==> config.mk <==
export PLATFORM = sky130hd
export DESIGN_NAME = detect_window_ctrl
export DESIGN_NICKNAME = d
export VERILOG_FILES = /design/src/rtl/detect_window_ctrl_pkg.sv /design/src/rtl/detect_capture_slot.sv /design/src/rtl/detect_window_ctrl.sv
export SDC_FILE = /design/constraint.sdc
export NUM_CORES = 1
export LEC_CHECK = 0
export CAP_MARGIN = 5
export CORE_MARGIN = 3
export CORE_UTILIZATION = 34
export DETAILED_ROUTE_END_ITERATION = 8
export SLEW_MARGIN = 20
export SYNTH_ARGS = -nofsm -noshare
export SYNTH_HDL_FRONTEND = slang
export SYNTH_HIERARCHICAL = 1
export SYNTH_SLANG_ARGS = --single-unit
==> constraint.sdc <==
create_clock -name clk -period 2 [get_ports clk]
set_clock_uncertainty 0.2 [all_clocks]
set_input_delay 0.5 -clock clk [delete_from_list [all_inputs] [get_ports clk]]
set_output_delay 0.5 -clock clk [all_outputs]
set_load 0.01 [all_outputs]
==> src/rtl/detect_window_ctrl_pkg.sv <==
// Shared definitions for the detect window controller: FSM state encoding and
// the timestamp value reported for channels that never fired.
package detect_window_ctrl_pkg;

    typedef enum logic [1:0] {
        ST_IDLE    = 2'd0,
        ST_CAPTURE = 2'd1,
        ST_REPORT  = 2'd2,
        ST_HOLDOFF = 2'd3
    } state_t;

    // Wide enough for any supported TS_WIDTH; users slice off the low bits.
    localparam int unsigned MAX_TS_WIDTH = 64;
    localparam logic [MAX_TS_WIDTH-1:0] MISS_TS = '1;

endpackage

==> src/rtl/detect_capture_slot.sv <==
// One channel's capture state: a first-hit flag and the timestamp latched with it.
// Later hits are ignored until the slot is cleared.
module detect_capture_slot #(
    parameter int unsigned TS_WIDTH = 16
) (
    input  logic                clk,
    input  logic                rst,
    input  logic                clear,
    input  logic                capture,
    input  logic [TS_WIDTH-1:0] ts_in,
    output logic                captured,
    output logic [TS_WIDTH-1:0] cap_ts
);

    always_ff @(posedge clk or posedge rst) begin
        if (rst) begin
            captured <= 1'b0;
            cap_ts   <= '0;
        end else if (clear) begin
            captured <= 1'b0;
            cap_ts   <= '0;
        end else if (capture && !captured) begin
            captured <= 1'b1;
            cap_ts   <= ts_in;
        end
    end

endmodule

==> src/rtl/detect_window_ctrl.sv <==
// Arms on the first detect, timestamps each channel's first hit within a window,
// then reports one record per channel in order and waits out a dead time.
module detect_window_ctrl
    import detect_window_ctrl_pkg::*;
#(
    parameter int unsigned NCH      = 4,
    parameter int unsigned TS_WIDTH = 16,
    parameter int unsigned WINDOW   = 1000,
    parameter int unsigned HOLDOFF  = 50,
    localparam int unsigned CH_W    = (NCH > 1) ? $clog2(NCH) : 1
) (
    input  logic                clk,
    input  logic                rst,
    input  logic                enable,
    input  logic [NCH-1:0]      detect,
    output logic                out_valid,
    input  logic                out_ready,
    output logic [CH_W-1:0]     out_ch,
    output logic [TS_WIDTH-1:0] out_ts,
    output logic                out_miss,
    output logic                done,
    output logic                busy
);

    localparam logic [TS_WIDTH-1:0] TS_LAST = TS_WIDTH'(WINDOW - 1);
    localparam logic [TS_WIDTH-1:0] HO_LAST = TS_WIDTH'((HOLDOFF > 0) ? HOLDOFF - 1 : 0);
    localparam logic [CH_W-1:0]     CH_LAST = CH_W'(NCH - 1);

    state_t              state, state_nxt;
    logic [TS_WIDTH-1:0] ts;
    logic [TS_WIDTH-1:0] hold_cnt;
    logic [CH_W-1:0]     rec_idx;
    logic [NCH-1:0]      captured;
    logic [NCH-1:0]      cap_now;
    logic [NCH-1:0]      cap_after;
    logic [TS_WIDTH-1:0] cap_ts [NCH];
    logic                arm;
    logic                window_end;
    logic                accept;
    logic                last_accept;

    // The arming cycle itself is a capture cycle at ts=0 and may also be the last one.
    assign arm         = (state == ST_IDLE) && enable && (detect != '0);
    assign cap_now     = (arm || state == ST_CAPTURE) ? (detect & ~captured) : '0;
    assign cap_after   = captured | cap_now;
    assign window_end  = (ts == TS_LAST) || (&cap_after);
    assign accept      = (state == ST_REPORT) && out_ready;
    assign last_accept = accept && (rec_idx == CH_LAST);

    for (genvar i = 0; i < NCH; i++) begin : g_slot
        detect_capture_slot #(
            .TS_WIDTH (TS_WIDTH)
        ) u_slot (
            .clk      (clk),
            .rst      (rst),
            .clear    (last_accept),
            .capture  (cap_now[i]),
            .ts_in    (ts),
            .captured (captured[i]),
            .cap_ts   (cap_ts[i])
        );
    end

    always_ff @(posedge clk or posedge rst) begin
        if (rst) begin
            state <= ST_IDLE;
        end else begin
            state <= state_nxt;
        end
    end

    always_comb begin
        state_nxt = state;
        case (state)
            ST_IDLE: begin
                if (arm) begin
                    state_nxt = window_end ? ST_REPORT : ST_CAPTURE;
                end
            end
            ST_CAPTURE: begin
                if (window_end) begin
                    state_nxt = ST_REPORT;
                end
            end
            ST_REPORT: begin
                if (last_accept) begin
                    state_nxt = (HOLDOFF == 0) ? ST_IDLE : ST_HOLDOFF;
                end
            end
            ST_HOLDOFF: begin
                if (hold_cnt == HO_LAST) begin
                    state_nxt = ST_IDLE;
                end
            end
            default: state_nxt = ST_IDLE;
        endcase
    end

    always_ff @(posedge clk or posedge rst) begin
        if (rst) begin
            ts       <= '0;
            hold_cnt <= '0;
            rec_idx  <= '0;
            done     <= 1'b0;
        end else begin
            done     <= last_accept;
            ts       <= (state_nxt == ST_CAPTURE) ? ts + TS_WIDTH'(1) : '0;
            hold_cnt <= (state == ST_HOLDOFF) ? hold_cnt + TS_WIDTH'(1) : '0;
            if (accept) begin
                rec_idx <= last_accept ? '0 : rec_idx + CH_W'(1);
            end
        end
    end

    assign out_valid = (state == ST_REPORT);
    assign busy      = (state != ST_IDLE);
    assign out_ch    = rec_idx;

    always_comb begin
        out_ts   = '0;
        out_miss = 1'b0;
        if (out_valid) begin
            if (captured[rec_idx]) begin
                out_ts = cap_ts[rec_idx];
            end else begin
                out_ts   = MISS_TS[TS_WIDTH-1:0];
                out_miss = 1'b1;
            end
        end
    end

endmodule

==> flow_summary_export.csv, run 1 <==
group,metric,value,unit
clocking,htreeDepth,3,
timing,setup_violations,87,
timing,whs,0.3164,ns
synth,synth_cells,534,
grt,grt-ovfl-total,0,
outcome,status,"finished with violations",
placed_design,placedCellCount,819,
route,ant_nets,0,
worst_setup_path,startpoint_type,"register",
worst_setup_path,slowest_delay,0.44,ns
placed_design,place_congestion,0.7847,
synth,synth_warnings,6,
synth,synth_area_leaders,"dfrtp_1 44%, nand4bb_1 12%, nand2b_1 6.7%",
worst_setup_path,worstSetupPathType,"register to output port",
placed_design,place_hpwl,10590,µm
grt,grt_pass1_vias,5419,
synth,post-synth-top-count-cell,"dfrtp_1",
timing,hold_violations,0,
clocking,cts_sinks,105,
timing,slew_viol_final,0,
route,drtIter0Drc,324,
cells_and_area,drive_gt1_frac,0.4758,
synth,synth_top_cell_by_area,"dfrtp_1",
cells_and_area,nets,688,
timing,finalCriticalPeriod,2.649,ns
cells_and_area,regArea,2629,µm²
worst_setup_path,critical_path.top_delay_family,"buffers and inverters",
worst_setup_path,crit_fanout,4,
power_and_ir_drop,power.leakage,0.003666,µW
synth,async_reset_ff_frac,1.000,
grt,grt_max_degree,38,
synth,synth_edf_count,0,
worst_setup_path,cp-end-kind,"output port",
clocking,cts_buffer_depth,2,
worst_setup_path,crit_buf_inv,4,
synth,syn_nets,546,
synth,synth_area,6040,µm²
clocking,cts-root-buf,"clkbuf_16",
power_and_ir_drop,vdd_drop_max,493.3,µV
min_path,hp-class,"register to register",
route,drt_wl_total,20510,µm
synth,synth-seq-area-share,0.4351,
cells_and_area,stdcell_count,906,
timing,layout_setup_ws,-0.6492,ns
grt,grt_use_total,0.2047,
grt,grt_first_pass_wirelength,30940,µm
cells_and_area,num-fill-cells,1404,
worst_setup_path,worstPathRequired,1.30,ns
clocking,path_clk_slew,0.07,ns
floorplan,core,17360,µm²
worst_setup_path,critPathArrivalTime,1.95,ns
timing,tightest_slew,0.3728,ns
outcome,violations,"negative setup slack",
synth,yosysTopAreaCellShare,0.4351,
floorplan,die_w,139.3,µm
timing,slew_headroom,0.7515,
floorplan,rows,48,
clocking,cts_buffers,9,
worst_setup_path,path_cells,"buf_12 -> buf_16 -> buf_6 -> mux4_2 -> o21a_1 -> buf_2",
grt,antenna_found_initial,0,
synth,synthTopCellsByCount,"105 x dfrtp_1, 65 x nand2b_1, 64 x nand4bb_1, 41 x o21ai_2, 31 x o21ai_0",
floorplan,ios,30,
route,via_per_inst,5.683,
cells_and_area,area_growth,48.37,%
cells_and_area,multi_input_area,3679,µm²
floorplan,initial_core_util,0.3480,
synth,yosysUniqueCellTypes,48,
route,dr.pass1.iters,5,
power_and_ir_drop,power_density,1033,nW/µm²
cells_and_area,final_core_util,0.5163,
floorplan,die_area,19400,µm²
synth,avgSynthCellArea,11.31,µm²
route,drc_errors,0,
worst_setup_path,ff2ff_setup_slack,-0.30,ns
job,maxCapViolations,0,
route,num_vias,5149,
synth,synth_seq_cells,105,
placed_design,numPortBuffers,29,
clocking,cts_tree,"built",
timing,rsz0062_at_grt,"yes",
timing,timing.fmax,377.5,MHz
cells_and_area,antennaDiodeCount,0,
floorplan,die_h,139.3,µm
worst_setup_path,cp_slowest_cell,"dfrtp_2",
clocking,clock_latency,0.35,ns
timing,fin_crit_sh,1.325,
synth,synth_ff_type,"dfrtp_1",
route,wire_per_inst,22.63,µm
-- cells in the final DEF, fill, tap and decap left out, types with 18 or more instances in the layout --
cell and instances:
nand4bb_1 60, nand2b_4 44, o21ai_1 18, nand2b_1 21
buf_12 23, dfrtp_1 104, buf_6 22, o21ai_2 47
xor2_1 18, buf_4 75
-- metrics by stage --
stage | power (µW) | TNS, ns | cell area [µm²] | worst slack [ns]
after floorplan | 4251 | -5.847 | 6078 | -0.1362
after global placement | 5506 | -50.26 | 7018 | -0.6104
after detailed placement | 5559 | -55.18 | 7018 | -0.6354
after CTS | 8947 | -27.76 | 8602 | -0.7149
after global routing | 9611 | -28.18 | 8961 | -0.7211
final | 9261 | -23.48 | 8961 | -0.6492
-- flip-flops by register name, summed over array words and instances, names as in the netlist --
signal                  cells
g_slot.u_slot/cap_ts       64
hold_cnt                   16
ts                         16
g_slot.u_slot/captured      4
out_ch                      2
state                       2
done                        1
-- final timing paths --
kind	from	to	cells past startpoint
max in group asynchronous	rst	g_slot[0].u_slot/cap_ts[7]	3
setup / recovery	out_ch[0]	out_ts[14]	6
setup reg to reg	out_ch[0]	g_slot[0].u_slot/cap_ts[1]	11
hold / removal	hold_cnt[0]	hold_cnt[0]	1
min in group asynchronous	rst	g_slot[2].u_slot/cap_ts[0]	3
hold reg to reg	hold_cnt[0]	hold_cnt[0]	1
-- power by group --
group | internal, µW | leakage (µW) | total [µW] | switching (µW)
Sequential | 2270 | 0.00144 | 2400 | 125
Clock | 1160 | 0.000162 | 1990 | 830
Combinational | 2720 | 0.00206 | 4870 | 2160
-- cell families after synthesis --
kind of cell             share of synthesized area
multiplexers                               0.06505
AND/OR/NAND/NOR                             0.2896
adder cells (fa/ha/maj)                   0.008287
buffers and inverters                      0.04392
flip-flops                                  0.4351
XOR/XNOR                                   0.03190
AO/OA/AOI/OAI                               0.1262
-- per-layer routing --
layer / part of all wire / vias up / global-route usage
li1: - / 2271 / -
met1: 0.39 / 2653 / 0.2410
met2: 0.51 / 160 / 0.3608
met3: 0.046 / 65 / 0.03952
met4: 0.050 / 0 / 0.09269
met5: 0 / - / 0
-- final cells by class --
| type | count | share of cell area |
|---|---|---|
| clock inverters | 5 | 0.008657 |
| multi-input cells | 383 | 0.4105 |
| flip-flops and latches | 105 | 0.2934 |
| well taps | 225 | 0.03142 |
| inverters | 7 | 0.002932 |
| repair buffers | 170 | 0.2249 |
| clock buffers | 11 | 0.02820 |
-- worst register-to-register path, cell delays in order, from the launching register on --
cell and delay, ns:
dfrtp_2 0.44, buf_12 0.15, buf_16 0.14, buf_8 0.12
buf_6 0.12, ha_4 0.15, and3_4 0.19, buf_12 0.16
buf_12 0.14, buf_16 0.13, nand2b_4 0.13, o21ai_2 0.13
-- timing repair --
action                     4_1_cts  5_1_grt
gates cloned                    18        7
setup endpoints to repair      106      105
pin swaps                       24       27
setup buffers                   48        8
resized for setup              203       50
hold buffers                     0        0
No activity file was read; power rests on OpenSTA's default activity.
==> run 2: changes to the inputs <==
--- a/config.mk
+++ b/config.mk
@@ -7,8 +7,9 @@
 export LEC_CHECK = 0
 export CAP_MARGIN = 5
 export CORE_MARGIN = 3
-export CORE_UTILIZATION = 34
+export CORE_UTILIZATION = 40
 export DETAILED_ROUTE_END_ITERATION = 8
+export GPL_ROUTABILITY_DRIVEN = 0
 export SLEW_MARGIN = 20
 export SYNTH_ARGS = -nofsm -noshare
 export SYNTH_HDL_FRONTEND = slang
==> run 2 against run 1 <==
  * The run still ends with negative setup slack left
  * Core utilization grew 9.9 points
  * Clock power shrank 8%
  * Design area grew 0.57%
  * Wire length shrank 1.7%
  * Non-clock buffer count shrank 3
  * Via count shrank 0.62%
  * Count of clock-buffer cells in the layout grew 1
  * Register-to-register slack gained 0.12 ns
  * Critical endpoint is now out_ts[5]
  * Largest cell class unchanged
==> flow_summary_export.csv, run 2 (synthesis gave the netlist of run 1 again) <==
group,metric,value,unit
grt,grt_first_pass_wirelength,30550,µm
route,wire_per_inst,23.38,µm
route,via_per_inst,5.936,
cells_and_area,regMostFlops,"g_slot.u_slot/cap_ts",
floorplan,die_w,128.9,µm
job,maxCapViolations,0,
clocking,htreeDepth,3,
timing,hold_violations,0,
cells_and_area,reg_top3,"g_slot.u_slot/cap_ts x64, hold_cnt x16, ts x16",
route,dr.pass1.iters,5,
worst_setup_path,slowest_delay,0.52,ns
timing,finalCriticalPeriod,2.575,ns
placed_design,numPortBuffers,29,
grt,grt_max_degree,36,
timing,slew_viol_final,0,
cells_and_area,antennaDiodeCount,0,
cells_and_area,area_growth,49.22,%
clocking,cts_sinks,105,
power_and_ir_drop,vdd_drop_max,631.3,µV
power_and_ir_drop,power,8587,µW
grt,grt_use_total,0.2421,
outcome,status,"finished with violations",
worst_setup_path,worstPathRequired,1.30,ns
cells_and_area,largest_reg_flops,64,
power_and_ir_drop,power_density,952.8,nW/µm²
clocking,path_clk_slew,0.07,ns
timing,slew_headroom,0.7147,
timing,setup_violations,81,
worst_setup_path,crit_buf_inv,3,
worst_setup_path,critical_path.top_delay_family,"multiplexers",
timing,tightest_slew,0.4279,ns
clocking,clock_latency,0.36,ns
cells_and_area,final_area,9012,µm²
floorplan,initial_core_util,0.4124,
floorplan,rows,44,
grt,grt-ovfl-total,0,
clocking,cts_buffers,9,
timing,rsz0062_at_grt,"yes",
cells_and_area,nets,685,
outcome,violations,"negative setup slack",
grt,grt_pass1_vias,5420,
placed_design,post-place-ws,-0.5772,ns
cells_and_area,drive_gt1_frac,0.4912,
timing,timing.fmax,388.4,MHz
clocking,cts-root-buf,"clkbuf_16",
worst_setup_path,path_cells,"buf_12 -> buf_6 -> mux4_2 -> o21a_1 -> buf_2",
worst_setup_path,startpoint_type,"register",
timing,fin_crit_sh,1.287,
cells_and_area,final_common_cell,"dfrtp_1",
timing,layout_setup_ws,-0.5748,ns
worst_setup_path,worstSetupPathType,"register to output port",
route,num_vias,5117,
worst_setup_path,cp_slowest_cell,"mux4_2",
worst_setup_path,crit_fanout,4,
clocking,cts_tree,"built",
worst_setup_path,critPathArrivalTime,1.87,ns
route,drtIter0Drc,346,
placed_design,post_dp_cell_area,7097,µm²
power_and_ir_drop,power.leakage,0.003653,µW
route,drt_wl_total,20160,µm
clocking,cts_buffer_depth,2,
route,drc_errors,0,
route,ant_nets,0,
worst_setup_path,cp-end-kind,"output port",
floorplan,die_area,16610,µm²
floorplan,ios,30,
floorplan,core,14640,µm²
floorplan,die_h,128.9,µm
cells_and_area,final_cell_mix,"104 x dfrtp_1, 72 x buf_4, 57 x nand4bb_1, 55 x nand2b_4, 51 x o21ai_2",
placed_design,place_hpwl,10210,µm
grt,antenna_found_initial,0,
min_path,hp-class,"input pin to asynchronous set/reset pin",
-- run 2: changes by cell type in the layout (fill, tap and decap cells not counted), moves of 3 or more --
cell	delta
buf_8	-4
nand2b_1	-11
o21ai_2	+4
buf_12	+4
o21ai_1	-4
nand2b_4	+11
buf_4	-3
nand4bb_4	+3
nand4bb_1	-3
nor2_2	-3
-- run 2: layout make-up --
class / instances / area (µm²)
flip-flops and latches: 105 / 2629
inverters: 7 / 26.28
clock buffers: 12 / 246.5
clock inverters: 4 / 52.55
repair buffers: 167 / 2023
multi-input cells: 383 / 3805
fillers: 1108 / 5632
well taps: 184 / 230.2
-- run 2: power by group --
part	switching (µW)	total [µW]	internal [µW]
clock network	827	1840	1010
logic	1980	4350	2370
registers	130	2400	2270
total	2930	8590	5650
-- run 2: final timing paths --
kind,slack [ns],depth (start not counted),start,endpoint
hold reg to reg,0.33,1,hold_cnt[0],hold_cnt[0]
hold / removal,0.26,2,rst,out_ch[1]
setup reg to reg,-0.18,10,out_ch[0],g_slot[2].u_slot/cap_ts[4]
min in group clk,0.33,1,hold_cnt[0],hold_cnt[0]
max in group asynchronous,0.89,3,rst,ts[8]
setup / recovery,-0.57,5,out_ch[0],out_ts[5]
-- run 2: what timing repair did --
item,CTS,global route
setup endpoints to repair,105,93
hold buffers,0,0
setup buffers,38,9
gates cloned,19,5
resized for setup,204,62
pin swaps,24,40
-- run 2: per-stage QoR --
stage / setup TNS, ns / instances / utilization / hold WS (ns)
finish: -16.46 / 862 / 0.6154 / 0.2583
global route: -19.81 / 862 / 0.6154 / 0.2857
CTS: -22.71 / 860 / 0.5912 / 0.2510
detailed placement: -50.10 / 787 / 0.4846 / 0.3248
global placement: -48.50 / 787 / 0.4846 / 0.2992
floorplan: -5.847 / 534 / - / 0.2261
-- run 2: routing by layer --
layer,up-vias,global-route usage,share of wire,routed length (µm)
li1,2257,-,-,-
met1,2652,0.2974,0.40,8004
met2,171,0.4213,0.54,10840
met3,37,0.04151,0.042,839
met4,0,0.1001,0.023,472
met5,-,0,0,0
==> run 3: changes to the inputs <==
--- a/config.mk
+++ b/config.mk
@@ -10,8 +10,6 @@
 export CORE_UTILIZATION = 40
 export DETAILED_ROUTE_END_ITERATION = 8
 export GPL_ROUTABILITY_DRIVEN = 0
-export SLEW_MARGIN = 20
 export SYNTH_ARGS = -nofsm -noshare
 export SYNTH_HDL_FRONTEND = slang
-export SYNTH_HIERARCHICAL = 1
 export SYNTH_SLANG_ARGS = --single-unit
==> run 3 against run 2 <==
  * The flow still finishes with violations (negative setup slack)
  * Die area shrank 12%
  * Synthesized cell count fell by 10%
  * First-iteration DRC count shrank 23%
  * Area after synthesis shrank 13%
  * Final cell count fell by 13%
  * Via count down 22%
  * Count of clock-buffer cells in the layout down 3
  * Combinational power decreased by 21%
  * Core utilization shrank 7.5 points
  * Wire length down 37%
  * Critical path type unchanged
  * Largest power group unchanged
  * Highest routed layer unchanged
==> flow_summary_export.csv, run 3 <==
group,metric,value,unit
clocking,cts_hold_buffers,0,
timing,setup_violations,18,
power_and_ir_drop,p_int,5039,µW
power_and_ir_drop,p_seq_frac,0.317,
clocking,cts_buffers,9,
timing,setup_tns,-8.469,ns
worst_setup_path,worstPathRequired,1.30,ns
floorplan,die_area,14610,µm²
timing,slew_headroom,0.7431,
worst_setup_path,critical_path.top_delay_family,"multiplexers",
power_and_ir_drop,power.switching,2701,µW
cells_and_area,largest_reg_flops,64,
grt,grt_use_total,0.1846,
route,wire_per_inst,16.79,µm
grt,antenna_found_initial,0,
timing,slew_viol_final,0,
synth,synth_area,5278,µm²
clocking,cts-root-buf,"clkbuf_16",
placed_design,numPortBuffers,29,
power_and_ir_drop,power.leakage,0.003071,µW
synth,avgSynthCellArea,11.02,µm²
route,num_vias,3971,
timing,tightest_slew,0.3840,ns
synth,synth_ff_type,"dfrtp_1",
clocking,cts_tree,"built",
grt,grt-ovfl-total,0,
synth,synthMuxAreaShare,0.1655,
synth,post-synth-top-count-cell,"dfrtp_1",
power_and_ir_drop,vdd_drop_max,621.5,µV
synth,synthTopCellsByCount,"105 x dfrtp_1, 66 x nor2_1, 49 x mux2i_1, 42 x nand2_1, 20 x a21oi_1",
timing,fin_crit_sh,1.256,
cells_and_area,final_cell_mix,"104 x dfrtp_1, 66 x nor2_1, 63 x buf_4, 47 x mux2i_1, 41 x nand2_1",
timing,hold_violations,0,
grt,grt_first_pass_wirelength,21260,µm
cells_and_area,reg_top3,"g_slot.u_slot.cap_ts x64, hold_cnt x16, ts x16",
synth,yosysTopAreaCellShare,0.4979,
synth,synth-adder-area-share,0.009483,
clocking,htreeDepth,3,
synth,yosys.area_share.simple,0.1633,
synth,synthXorXnorAreaFrac,0.03319,
route,drtIter0Drc,265,
floorplan,ios,30,
synth,yosysUniqueCellTypes,53,
synth,async_reset_ff_frac,1.000,
power_and_ir_drop,power_density,1120,nW/µm²
worst_setup_path,cp_slowest_cell,"mux4_2",
clocking,path_clk_slew,0.07,ns
synth,synth_seq_cells,105,
grt,grt_pass1_vias,4167,
synth,synth_compound_area_frac,0.08416,
clocking,cts_sinks,105,
placed_design,place_hpwl,8277,µm
cells_and_area,antennaDiodeCount,0,
floorplan,rows,41,
outcome,violations,"negative setup slack",
outcome,status,"finished with violations",
route,drt_wl_total,12610,µm
cells_and_area,drive_gt1_frac,0.3264,
job,maxCapViolations,0,
route,ant_nets,0,
synth,synth_warnings,0,
cells_and_area,final_common_cell,"dfrtp_1",
timing,rsz0062_at_grt,"yes",
worst_setup_path,critPathArrivalTime,1.81,ns
worst_setup_path,startpoint_type,"register",
clocking,cts_buffer_depth,2,
clocking,clock_latency,0.36,ns
min_path,hp-class,"input pin to asynchronous set/reset pin",
worst_setup_path,crit_buf_inv,3,
route,via_per_inst,5.288,
timing,layout_setup_ws,-0.5123,ns
worst_setup_path,path_cells,"buf_6 -> buf_12 -> mux4_2 -> o21a_1 -> buf_2",
synth,synth_top_cell_by_area,"dfrtp_1",
cells_and_area,area_growth,30.89,%
power_and_ir_drop,pwr-share-clk,0.239,
power_and_ir_drop,switching_share,0.3490,
floorplan,die_h,120.9,µm
synth,synth_area_leaders,"dfrtp_1 50%, mux2i_1 9.3%, mux4_2 6.8%",
worst_setup_path,cp-end-kind,"output port",
synth,synth_top_family_by_area,"multiplexers",
cells_and_area,nets,586,
cells_and_area,regMostFlops,"g_slot.u_slot.cap_ts",
worst_setup_path,crit_fanout,8,
floorplan,initial_core_util,0.4132,
route,drc_errors,0,
timing,finalCriticalPeriod,2.512,ns
power_and_ir_drop,p_comb_frac,0.443,
grt,grt_max_degree,56,
floorplan,core,12770,µm²
synth,syn_nets,491,
worst_setup_path,worstSetupPathType,"register to output port",
power_and_ir_drop,power,7740,µW
floorplan,die_w,120.9,µm
synth,synth_cells,479,
route,dr.pass1.iters,6,
synth,synth-seq-area-share,0.4979,
timing,timing.fmax,398.0,MHz
synth,synth_edf_count,0,
worst_setup_path,slowest_delay,0.49,ns
==> run 3: cell count changes after synthesis, moves of 24 or more <==
cell and delta:
nand2b_1 -64, nand4bb_1 -64, mux2i_1 +48, nor2_1 +45, o21ai_2 -41, nand2_1 +36, o21ai_0 -24
==> run 3: layout make-up <==
type,instances,area [µm²]
fill,1090,5866
sequential,105,2629
multi-input combinational,330,2582
timing repair buffer,123,1147
clock buffer,9,225.2
tap,172,215.2
clock inverter,7,86.33
inverter,5,22.52
==> run 3: worst paths after layout <==
| kind | slack (ns) | start | depth (start not counted) | endpoint |
|---|---|---|---|---|
| setup / recovery | -0.51 | out_ch[1] | 5 | out_ts[14] |
| hold / removal | 0.24 | rst | 2 | g_slot[1].u_slot.cap_ts[13] |
| setup reg to reg | 0.01 | state[1] | 7 | ts[11] |
| hold reg to reg | 0.32 | g_slot[3].u_slot.cap_ts[12] | 2 | g_slot[3].u_slot.cap_ts[12] |
| max in group asynchronous | 0.82 | rst | 3 | ts[2] |
| min in group clk | 0.32 | g_slot[3].u_slot.cap_ts[12] | 2 | g_slot[3].u_slot.cap_ts[12] |
==> run 3: metrics by stage <==
step	cell area (µm²)	cells	hold WS [ns]	setup WS (ns)	utilization
final	6908	751	0.2387	-0.5123	0.5408
after global routing	6908	751	0.2548	-0.5969	0.5408
after CTS	6778	749	0.2394	-0.5744	0.5306
after detailed placement	6347	720	0.3074	-0.4969	0.4969
after global placement	6347	720	0.2988	-0.4661	0.4969
after floorplan	5315	479	0.2806	-0.1067	-
==> run 3: cell families after synthesis <==
family,Yosys count
flops,105
buf+inv,44
simple gates,177
mux,67
fa+ha+maj,4
compound gates,62
xor+xnor,20
==> run 3: metal layers <==
| layer | up-vias | global-route usage | wire (µm) |
|---|---|---|---|
| met2 | 55 | 0.3171 | 6545 |
| met1 | 2028 | 0.2382 | 5535 |
| li1 | 1878 | - | - |
| met4 | 0 | 0.04958 | 142 |
| met3 | 10 | 0.03730 | 386 |
| met5 | - | 0 | 0 |
==> run 3: power groups by stage <==
stage	clock network, µW	registers (µW)	logic (µW)
3_5_place_dp	0	2490	3020
5_1_grt	1970	2480	3700
3_3_place_gp	0	2480	2970
2_1_floorplan	0	2470	1670
4_1_cts	1910	2440	3440
6_report	1850	2460	3430
==> run 3: what timing repair did <==
item / CTS / global route
setup endpoints to repair: 59 / 83
buffers inserted: 11 / 6
resized for setup: 103 / 36
gates cloned: 3 / 0
pin swaps: 7 / 21
